$ cat config.mk
export PLATFORM = sky130hd
export DESIGN_NAME = rx2inbox
export DESIGN_NICKNAME = d
export VERILOG_FILES = /design/src/rtl/rx2inbox.sv
export SDC_FILE = /design/constraint.sdc
export NUM_CORES = 1
export LEC_CHECK = 0
export CAP_MARGIN = 20
export CORE_MARGIN = 3
export CORE_UTILIZATION = 55
export DETAILED_ROUTE_END_ITERATION = 10
export PLACE_DENSITY_LB_ADDON = 0.05
export SETUP_SLACK_MARGIN = 0.5
export SYNTH_ARGS = -nofsm -noshare
export SYNTH_HDL_FRONTEND = slang
export SYNTH_SLANG_ARGS = --single-unit
$ cat constraint.sdc
create_clock -name clk -period 3.7 [get_ports clk]
set_input_delay 0.74 -clock clk [delete_from_list [all_inputs] [get_ports clk]]
set_output_delay 0.74 -clock clk [all_outputs]
set_load 0.01 [all_outputs]
$ cat src/rtl/rx2inbox.sv
// rx2inbox: buffers UART receive bytes in a circular FIFO and drains them into the CPU INBOX.
//   clk        system clock
//   i_rst_n    asynchronous active-low reset
//   i_wr       byte strobe from the UART receiver, with i_data
//   i_full     INBOX full flag; a pop is blocked while it is high
//   i_clr_ovr  clears the sticky overrun flag
//   o_wr       INBOX write strobe, with o_data; never high two cycles running
//   o_count    FIFO occupancy 0..2^LOG2_DEPTH
//   o_empty    occupancy is zero
//   o_overrun  sticky: a byte was dropped because the FIFO was full
module rx2inbox #(
  parameter int LOG2_DEPTH = 4
) (
  input  logic                  clk,
  input  logic                  i_rst_n,
  input  logic                  i_wr,
  input  logic [7:0]            i_data,
  input  logic                  i_full,
  input  logic                  i_clr_ovr,
  output logic                  o_wr,
  output logic [7:0]            o_data,
  output logic [LOG2_DEPTH:0]   o_count,
  output logic                  o_empty,
  output logic                  o_overrun
);
  localparam int DEPTH = 1 << LOG2_DEPTH;
  localparam logic [LOG2_DEPTH:0] DEPTH_C = (LOG2_DEPTH+1)'(DEPTH);
  logic [7:0]            mem_q [DEPTH];
  logic [LOG2_DEPTH-1:0] wptr_q, wptr_d, rptr_q, rptr_d;
  logic [LOG2_DEPTH:0]   count_q, count_d;
  logic                  wr_q, wr_d, ovr_q, ovr_d;
  logic [7:0]            data_q, data_d;
  logic                  pop, push, drop;
  // Pop is gated by the previous write so the INBOX full flag can catch up.
  assign pop  = (count_q != '0) && !i_full && !wr_q;
  // A full FIFO still accepts a byte when a slot is freed in the same cycle.
  assign push = i_wr && (count_q != DEPTH_C || pop);
  assign drop = i_wr && !push;
  always_comb begin
    wptr_d  = push ? wptr_q + 1'b1 : wptr_q;
    rptr_d  = pop ? rptr_q + 1'b1 : rptr_q;
    count_d = (push && !pop) ? count_q + 1'b1 : (pop && !push) ? count_q - 1'b1 : count_q;
    wr_d    = pop;
    data_d  = pop ? mem_q[rptr_q] : data_q;
    ovr_d   = drop ? 1'b1 : i_clr_ovr ? 1'b0 : ovr_q;
  end
  always_ff @(posedge clk or negedge i_rst_n) begin
    if (!i_rst_n) begin
      wptr_q  <= '0;
      rptr_q  <= '0;
      count_q <= '0;
      wr_q    <= 1'b0;
      data_q  <= 8'h00;
      ovr_q   <= 1'b0;
    end else begin
      wptr_q  <= wptr_d;
      rptr_q  <= rptr_d;
      count_q <= count_d;
      wr_q    <= wr_d;
      data_q  <= data_d;
      ovr_q   <= ovr_d;
    end
  end
  // Storage is left uncleared by reset; stale entries are unreachable once the pointers reset.
  always_ff @(posedge clk) begin
    if (push) mem_q[wptr_q] <= i_data;
  end
  assign o_wr      = wr_q;
  assign o_data    = data_q;
  assign o_count   = count_q;
  assign o_empty   = count_q == '0;
  assign o_overrun = ovr_q;
endmodule

==> summary.md, run 1 <==
| Metric | Value |
|---|---|
| Status | `finished clean` |
| Final hold vios | `0` |
| Setup_tns | `0 ns` |
| Number of global-route vias before repair | `3051` |
| RSZ-0062 raised after global routing | `no` |
| Gr usage total | `20.53%` |
| Post-CTS Setup Bufs | `0` |
| Mapped Nets | `341` |
| Adder-cell share of the synthesized area | `2.176%` |
| Die Ht | `111.3 µm` |
| CTS H-tree lvls | `4` |
| Routed Antenna Nets | `0` |
| Critical path startpoint category | `register` |
| Dpl hpwl | `7409 µm` |
| Clock skew | `0.005973 ns` |
| Maximum VDD drop | `0.4659 mV` |
| Tmin final | `2.978 ns` |
| EDFF count, synth | `128` |
| Data required time at the worst endpoint | `2.96 ns` |
| Pre-antenna DRT Iters | `4` |
| #FFs+latches synth | `151` |
| Post-synth cell types | `34` |
| Portion of netlist area occupied by mux cells | `13.98%` |
| CTS tree | `yes` |
| Core area | `10560 µm²` |
| Max Freq | `0.3358 GHz` |
| Cells after synthesis | `318` |
| Final setup fails | `0` |
| Worst path max stage delay | `0.63 ns` |
| Slowest stage cell, crit path | `or4_1` |
| Cell Rows | `37` |
| Max Cap Viol | `0` |
| First-pass GRT wire length | `18310 µm` |
| Routed Wire Length | `11760 µm` |
| Leak | `0.002533 µW` |
| Syn avg cell area | `19.17 µm²` |
| Antenna violations before repair | `0` |
| Clock Pin Slew Worst Setup and Hold Paths | `0.06 ns` |
| Via count | `2982` |
| Average routed wire per standard cell | `22.62 µm` |
| Slew margin rel. | `33.17%` |
| First-iteration detailed-routing DRC count | `240` |
| Crit end category | `output port` |
| Layout area overhead | `17.55%` |
| Placed Cells | `488` |
| Cell Area, Synth | `6095 µm²` |
| Hold Buf Count CTS | `0` |
| CTS Buf Count | `17` |
| Period utilization | `80.48%` |
| Nets | `394` |
| Compound-Gate Fraction of Synth Area | `4.044%` |
| Final Max Slew Viols | `0` |
| Detailed-route DRC error count | `0` |
| Largest net degree at the start of global routing | `21` |
| Synth warn | `0` |
| Root Buffer | `clkbuf_8` |
| Overflow after GRT | `0` |
| I/O pin count | `29` |
| CP arrival | `2.24 ns` |
| Die Span X | `111.3 µm` |
| Worst Path Class, Setup | `reg -> out` |
| Combinational family with the most area after synthesis | `multiplexers` |
| P per Cell Area | `774.4 nW/µm²` |
| Port bufs | `28` |
| Worst hold path class | `reg -> reg` |
| N_diodes | `0` |
| Die area | `12380 µm²` |
| Initial core utilization | `57.74%` |
| Critical Path, Cell by Cell | `or4_1 > nor2_1 > clkdlybuf4s50_1` |
| Worst-margin pin slew | `1.003 ns` |
| Share of post-route cells with drive strength above 1 | `21.09%` |
| Gp weighted congestion | `0.7910` |
| Clk_lat worst skew | `0.52 ns` |
| FFs w/ async S/R, synth | `15.23%` |
| Register area share after synthesis | `72.51%` |
| Simple-gate share of the synthesized area | `3.449%` |
| Vias/cell | `5.735` |
| Final non-filler cell total | `520` |
| Flop-to-flop setup slack | `0.93 ns` |
| CTS resizes | `0` |
| Clock Tree Buf Depth | `2` |
| Sink Count | `151` |
| Worst-path maximum fanout | `5` |
| Fraction of synthesized cell area in xor and xnor cells | `1.437%` |
| Prevailing post-synth register cell | `edfxtp_1` |
metal layers:
| layer | track usage (%) | up-vias | wire length (µm) |
|---|---|---|---|
| met5 | 0 | - | 0 |
| met4 | 7.380 | 0 | 183 |
| met3 | 5.459 | 14 | 607 |
| met2 | 30.48 | 80 | 5462 |
| met1 | 29.75 | 1516 | 5508 |
| li1 | - | 1372 | - |
report_power, final:
group          internal [µW]  total [µW]  switching (µW)
registers               2110        2420             308
logic                    846        1540             698
clock network            962        1580             621
total                   3920        5550            1630
worst max-delay path, delay by kind of cell, from the launching register on:
kind | cells | cell delay, ns
flops | 1 | 0.43
buf+inv | 1 | 0.54
simple gates | 2 | 0.75
path summary, 6_finish.rpt:
check	cells after the start	from	to
worst max register to register	9	o_count[1]$_DFFE_PN0P_	o_count[4]$_DFFE_PN0P_
worst min register to register	1	o_data[6]$_DFFE_PN0P_	o_data[6]$_DFFE_PN0P_
worst min-delay path	1	o_data[6]$_DFFE_PN0P_	o_data[6]$_DFFE_PN0P_
max in group asynchronous	2	i_rst_n	wptr_q[0]$_DFFE_PN0P_
min in group asynchronous	1	i_rst_n	o_count[1]$_DFFE_PN0P_
worst max-delay path	3	o_count[1]$_DFFE_PN0P_	o_empty
layout make-up:
cell class              count  area (µm²)
fillers                   716        3391
flip-flops and latches    151        4420
clock buffers              25       484.2
well taps                 136       170.2
repair buffers             53       467.9
inverters                   6       22.52
multi-input cells         142        1529
clock inverters             7       70.07
synth_stat cells (4+ instances only):
library cell	number	area (µm²)
ha_1	9	112.6
nand2_1	11	41.29
buf_2	5	25.02
xnor2_1	9	78.83
mux4_1	8	210.2
mux2i_1	9	90.09
clkbuf_1	4	15.01
a22o_1	8	70.07
a21oi_1	10	50.05
buf_4	4	30.03
dfrtp_1	23	575.6
nor2_1	16	60.06
inv_1	5	18.77
a211o_1	8	70.07
nor2b_1	8	50.05
nor3_1	4	20.02
edfxtp_1	128	3844
mux4_2	24	540.5
cells in the final DEF (no fill, tap or decap), types with 5 or more instances in the layout:
| cell | synthesis | final |
|---|---|---|
| nor2_1 | 16 | 16 |
| ha_1 | 9 | 9 |
| clkdlybuf4s50_1 | 0 | 28 |
| a211o_1 | 8 | 8 |
| a21oi_1 | 10 | 10 |
| edfxtp_1 | 128 | 128 |
| mux4_2 | 24 | 24 |
| mux4_1 | 8 | 8 |
| buf_4 | 4 | 25 |
| nor2b_1 | 8 | 8 |
| a22o_1 | 8 | 8 |
| nand2_1 | 11 | 11 |
| clkbuf_8 | 0 | 5 |
| xnor2_1 | 9 | 9 |
| clkbuf_16 | 0 | 16 |
| mux2i_1 | 9 | 9 |
| inv_1 | 5 | 5 |
| dfrtp_1 | 23 | 22 |
flip-flops by register name, indices dropped and copies added (netlist names):
register / count
o_overrun: 1
o_wr: 1
o_data: 8
mem_q: 128
o_count: 5
wptr_q: 4
rptr_q: 4
through the flow:
stage	total power (µW)	utilization, %	hold slack (ns)	instance area (µm²)	setup slack (ns)
2_1_floorplan	3460	-	0.4444	6095	0.8803
3_3_place_gp	3968	62.62	0.4902	6610	0.6832
3_5_place_dp	4007	62.62	0.5000	6610	0.5778
4_1_cts	5609	67.88	0.5172	7164	0.6921
5_1_grt	5832	67.88	0.5492	7164	0.6379
6_report	5548	67.88	0.5157	7164	0.7224
cells by family after synthesis:
logic type / count (synthesis)
AO/OA/AOI/OAI: 35
XOR/XNOR: 10
adder cells (fa/ha/maj): 10
buffers and inverters: 25
flip-flops: 151
multiplexers: 42
AND/OR/NAND/NOR: 45
Note: power is estimated with default switching activity, not from simulation.
==> run 2: changes to the inputs <==
CORE_UTILIZATION = 54   (was 55)
clock period = 2.6 ns   (was 3.7 ns; I/O delays follow)
==> run 2 against run 1 <==
  * Combinational power is 70% higher
  * Sequential cell count is the same
  * Via count increased by 0.80%
  * Worst hold slack got worse by 0.037 ns
  * Sequential share of layout area shrank 2.2 points
  * Worst setup slack lost 0.61 ns
  * Global-route usage shrank 0.43 points
  * Clock skew grew 0.0031 ns
  * Clock power is 51% higher
  * Largest power group unchanged
  * Sequential power is 38% higher
==> summary.md, run 2 (same netlist as run 1, synthesis figures left out) <==
| Metric | Value |
|---|---|
| Status | `finished clean` |
| Die Ht | `112.2 µm` |
| Area of the multi-input gates | `1609 µm²` |
| First-iteration detailed-routing DRC count | `373` |
| Sink Count | `151` |
| Reg area | `4427 µm²` |
| CTS Buf Count | `17` |
| Die area | `12600 µm²` |
| Die Span X | `112.2 µm` |
| Max Cap Viol | `0` |
| Root Buffer | `clkbuf_16` |
| Routed Wire Length | `11520 µm` |
| Clock Tree Buf Depth | `2` |
| GRT busiest layer | `met2` |
| CTS tree | `yes` |
| Commonest non-fill, non-tap cells in the layout | `128 x edfxtp_1, 35 x buf_4, 27 x clkdlybuf4s50_1, 24 x mux4_2` |
| Layout area overhead | `22.09%` |
| Slowest stage cell, crit path | `or4_4` |
| Filler cell count | `725` |
| Maximum VDD drop | `0.5809 mV` |
| Average routed wire per standard cell | `21.42 µm` |
| Clock Pin Slew Worst Setup and Hold Paths | `0.06 ns` |
| Tot Pwr | `8350 µW` |
| Final setup fails | `0` |
| Top reg by flops | `mem_q` |
| Vias/cell | `5.587` |
| Worst path max stage delay | `0.58 ns` |
| R2R cell count | `10` |
| Max Freq | `0.4015 GHz` |
| Hold Buf Count CTS | `0` |
| CTS H-tree lvls | `4` |
| Cell Rows | `38` |
| Grt met3 use | `4.852%` |
| Port bufs | `28` |
| Initial core utilization | `55.73%` |
| N_diodes | `0` |
| Placed Cells | `501` |
| Final Max Slew Viols | `0` |
| Most common cell after layout, fill and taps aside | `edfxtp_1` |
| Final non-filler cell total | `538` |
| Worst hold path class | `in -> async` |
| I/O pin count | `29` |
| Setup_tns | `0 ns` |
| Number of global-route vias before repair | `3159` |
| Pre-antenna DRT Iters | `4` |
| Share of post-route cells with drive strength above 1 | `28.89%` |
| Via count | `3006` |
| Leak | `0.002642 µW` |
| Final hold vios | `0` |
| Overflow after GRT | `0` |
| Largest net degree at the start of global routing | `24` |
| Cell mode on critical path | `ha_4` |
| Max reg flops | `128` |
| Worst Path Class, Setup | `reg -> reg` |
| Critical path startpoint category | `register` |
| First-pass GRT wire length | `18540 µm` |
| Tmin final | `2.490 ns` |
| GR Layer Usage met1 | `29.59%` |
| Met2 Resource Use GR | `29.92%` |
| Worst-margin pin slew | `0.8499 ns` |
| RSZ-0062 raised after global routing | `yes` |
| Crit end category | `register` |
| Routed Antenna Nets | `0` |
| Detailed-route DRC error count | `0` |
| Slew margin rel. | `43.34%` |
| Nets | `408` |
| Gp weighted congestion | `0.7847` |
| Worst-path maximum fanout | `3` |
| Antenna violations before repair | `0` |
| P per Cell Area | `1122 nW/µm²` |
| Gr usage total | `20.10%` |
| Clock skew | `0.009045 ns` |
| Dpl hpwl | `7485 µm` |
| Period utilization | `95.79%` |
| Core Util, Final | `68.04%` |
| Critical Path, Cell by Cell | `or4_4 > o21a_4 > ha_4 > inv_4 > buf_12 > ha_4 > a21o_1 > a21oi_2 > mux2i_1 > xnor2_1` |
| Core area | `10940 µm²` |
| CP arrival | `2.82 ns` |
| Clk_lat worst skew | `0.41 ns` |
| Data required time at the worst endpoint | `2.93 ns` |
==> run 2: cell count changes in the layout (fill, tap and decap cells not counted), sizes merged <==
cell,delta
clkinvlp,+3
clkbuf,-4
buf,+15
clkdlybuf4s50,-1
inv,+1
==> run 2: power by group <==
group          switching [µW]  total [µW]  internal [µW]  leakage (µW)
logic                    1180        2620           1440      0.000925
clock network             905        2380           1470      0.000285
registers                 331        3350           3020       0.00143
==> run 2: path summary, 6_finish.rpt <==
kind                                   startpoint                endpoint  slack (ns)
min in group clk            o_data[5]$_DFFE_PN0P_   o_data[5]$_DFFE_PN0P_        0.50
hold reg to reg             o_data[5]$_DFFE_PN0P_   o_data[5]$_DFFE_PN0P_        0.50
setup reg to reg           o_count[2]$_DFFE_PN0P_  o_count[4]$_DFFE_PN0P_        0.11
max in group asynchronous                 i_rst_n   rptr_q[0]$_DFFE_PN0P_        1.85
hold / removal                            i_rst_n  o_count[0]$_DFFE_PN0P_        0.48
setup / recovery           o_count[2]$_DFFE_PN0P_  o_count[4]$_DFFE_PN0P_        0.11
==> run 2: repair_timing <==
action | 4_1_cts | 5_1_grt
setup buffers | 3 | 2
hold endpoints to repair | 0 | 0
pin swaps | 6 | 5
resized for setup | 6 | 9
setup endpoints to repair | 14 | 136
==> run 2: worst max-delay path: cells and delay by family, from the launching register on <==
kind | cells | cell delay (ns)
AND/OR/NAND/NOR | 1 | 0.58
AO/OA/AOI/OAI | 3 | 0.54
flip-flops | 1 | 0.40
adder cells (fa/ha/maj) | 2 | 0.35
multiplexers | 1 | 0.22
buffers and inverters | 2 | 0.19
XOR/XNOR | 1 | 0.13
==> run 2: area by class of cell <==
class                      instances  area share, %
timing repair buffer              67          8.189
inverter                           6         0.3363
clock buffer                      21          6.760
tap                              140          2.354
multi-input combinational        142          21.62
sequential                       151          59.49
clock inverter                    11          1.244
==> run 2: routing by layer <==
metal | wire [µm] | part of all wire [%]
met5 | 0 | 0
met4 | 147 | 1.3
met3 | 652 | 5.7
met2 | 5418 | 47
met1 | 5303 | 46
==> run 2: per-stage QoR <==
stage / setup WS (ns) / hold slack [ns] / cell area, µm²
2_1_floorplan: 0.02505 / 0.2244 / 6156
3_3_place_gp: -0.06661 / 0.4996 / 6756
3_5_place_dp: -0.1412 / 0.4964 / 6756
4_1_cts: 0.07816 / 0.4824 / 7395
5_1_grt: 0.02136 / 0.4940 / 7441
6_report: 0.1095 / 0.4786 / 7441
==> run 3: changes to the inputs <==
CORE_ASPECT_RATIO = 0.5   (was not set)
CORE_MARGIN = 2   (was 3)
==> run 3 against run 2 <==
  * Total power increased by 4.1%
  * Worst hold slack got worse by 0.019 ns
  * Critical endpoint is now o_count[3]$_DFFE_PN0P_
  * First-iteration DRC count down 12%
  * Routed wire length is 11% higher
  * Cell area grew 4.2%
  * Highest routed layer unchanged
  * Die area shrank 3.1%
  * Combinational power rose by 13%
  * Clock skew is 0.0023 ns lower
  * Count of clock-buffer cells in the layout rose by 2
  * Core utilization rose by 2.6 points
  * Sequential cell count stayed put
==> summary.md, run 3 (same netlist as run 1, synthesis figures left out) <==
| Metric | Value |
|---|---|
| Area after DPL | `6705 µm²` |
| Commonest non-fill, non-tap cells in the layout | `128 x edfxtp_1, 27 x clkdlybuf4s50_1, 24 x mux4_2, 19 x buf_4` |
| CP arrival | `2.78 ns` |
| N_diodes | `0` |
| Max Freq | `0.4028 GHz` |
| Max Cap Viol | `0` |
| Status | `finished clean` |
| Critical path startpoint category | `register` |
| Largest net degree at the start of global routing | `36` |
| Average routed wire per standard cell | `23.33 µm` |
| Maximum VDD drop | `0.6424 mV` |
| Clock skew | `0.006715 ns` |
| I/O pin count | `29` |
| Worst-margin pin slew | `0.6728 ns` |
| Detailed-route DRC error count | `0` |
| Layout area overhead | `27.20%` |
| Crit end category | `register` |
| Die Span X | `154.2 µm` |
| Max reg flops | `128` |
| CTS tree | `yes` |
| Worst r2r src | `o_count[2]$_DFFE_PN0P_` |
| Final Max Slew Viols | `0` |
| P per Cell Area | `1122 nW/µm²` |
| Pre-antenna DRT Iters | `4` |
| CTS H-tree lvls | `4` |
| Port bufs | `28` |
| Routed Wire Length | `12760 µm` |
| Cell Rows | `27` |
| Most common cell after layout, fill and taps aside | `edfxtp_1` |
| Via count | `3175` |
| Routed Antenna Nets | `0` |
| Die area | `12200 µm²` |
| Worst-path maximum fanout | `4` |
| Core Util, Final | `70.61%` |
| Post-route cell area | `7752 µm²` |
| Clock Tree Buf Depth | `2` |
| Clk_lat worst skew | `0.41 ns` |
| Overflow after GRT | `0` |
| Hold Buf Count CTS | `0` |
| First-pass GRT wire length | `19060 µm` |
| Comb pwr share | `33.9%` |
| Data required time at the worst endpoint | `2.89 ns` |
| CTS Buf Count | `17` |
| Vias/cell | `5.804` |
| Top reg by flops | `mem_q` |
| Power share of the sequential group | `38.7%` |
| Period utilization | `95.48%` |
| Final setup fails | `0` |
| First-iteration detailed-routing DRC count | `328` |
| Share of post-route cells with drive strength above 1 | `32.84%` |
| Dpl hpwl | `7788 µm` |
| Number of global-route vias before repair | `3207` |
| Final hold vios | `0` |
| Gr usage total | `22.28%` |
| Setup_tns | `0 ns` |
| Worst hold path class | `in -> async` |
| Switching share of total power | `30.76%` |
| Root Buffer | `clkbuf_16` |
| Nets | `412` |
| Worst Path Class, Setup | `reg -> reg` |
| Tmin final | `2.482 ns` |
| Core area | `10980 µm²` |
| Gp weighted congestion | `0.7897` |
| Clock share of power | `27.4%` |
| Clock Pin Slew Worst Setup and Hold Paths | `0.06 ns` |
| Initial core utilization | `55.51%` |
| Internal cell power | `6021 µW` |
| Slew margin rel. | `55.01%` |
| Antenna violations before repair | `0` |
| CP Launch Point | `o_count[2]$_DFFE_PN0P_` |
| Sink Count | `151` |
| Leak | `0.002694 µW` |
| RSZ-0062 raised after global routing | `yes` |
| NetSw | `2675 µW` |
| Die Ht | `79.12 µm` |
==> run 3: cell types whose count changed in the layout (fill, tap and decap cells not counted), moves of 2 or more <==
cell,delta
buf_4,-16
nor2_1,-12
clkbuf_1,+4
nor2_4,+12
buf_6,+12
buf_8,+7
dfrtp_2,+2
nand2_8,+4
nor3_1,-4
nor3_4,+4
nand2_2,-4
==> run 3: critical path: stages (launching register included) <==
cell	delay, ns
dfrtp_2	0.40
or4_4	0.58
o21a_1	0.24
ha_4	0.18
inv_4	0.08
buf_6	0.11
ha_4	0.18
a21o_1	0.18
a21oi_2	0.15
xor2_1	0.16
o21ai_1	0.10
==> run 3: power groups by stage <==
stage	registers, µW	clock network, µW	logic (µW)
after floorplan	3240	0	1750
after global placement	3330	0	2430
after detailed placement	3360	0	2500
after CTS	3310	2410	2570
after global routing	3410	2520	3170
final	3370	2380	2950
==> run 3: worst paths after layout <==
kind                                          endpoint  slack (ns)  depth (start not counted)
worst max-delay path            o_count[3]$_DFFE_PN0P_        0.12                         10
worst min-delay path            o_count[3]$_DFFE_PN0P_        0.46                          2
worst max register to register  o_count[3]$_DFFE_PN0P_        0.12                         10
worst min register to register   o_data[4]$_DFFE_PN0P_        0.50                          1
max in group asynchronous        rptr_q[2]$_DFFE_PN0P_        1.87                          2
min in group clk                 o_data[4]$_DFFE_PN0P_        0.50                          1
==> run 3: what timing repair did <==
| action | in CTS | in global routing |
|---|---|---|
| gates resized for setup | 7 | 75 |
| gates cloned | 0 | 1 |
| pin swaps | 5 | 13 |
| endpoints found under the setup margin | 13 | 135 |
| setup buffers | 3 | 11 |
==> run 3: cell type report <==
| type | instances | area, µm² |
|---|---|---|
| Clock buffer | 23 | 467.9 |
| Clock inverter | 9 | 101.3 |
| Fill cell | 684 | 3227 |
| Inverter | 6 | 25.02 |
| Multi-Input combinational cell | 142 | 1797 |
| Sequential cell | 151 | 4425 |
| Tap cell | 145 | 181.4 |
| Timing Repair Buffer | 71 | 754.5 |
==> run 3: through the flow <==
stage | setup WS (ns) | total power [µW] | instances | hold WS, ns
2_1_floorplan | 0.02505 | 4997 | 318 | 0.2244
4_1_cts | 0.1286 | 8295 | 535 | 0.4549
5_1_grt | 0.04336 | 9102 | 547 | 0.5030
3_5_place_dp | -0.1461 | 5860 | 500 | 0.4925
3_3_place_gp | -0.06172 | 5762 | 500 | 0.4974
6_report | 0.1176 | 8696 | 547 | 0.4593
==> run 3: routing by layer <==
layer | global-route usage [%] | share of wire, % | vias up
li1 | - | - | 1414
met1 | 31.69 | 42 | 1646
met2 | 35.29 | 49 | 101
met3 | 5.677 | 8.6 | 14
met4 | 5.421 | 1.0 | 0
met5 | 0 | 0 | -
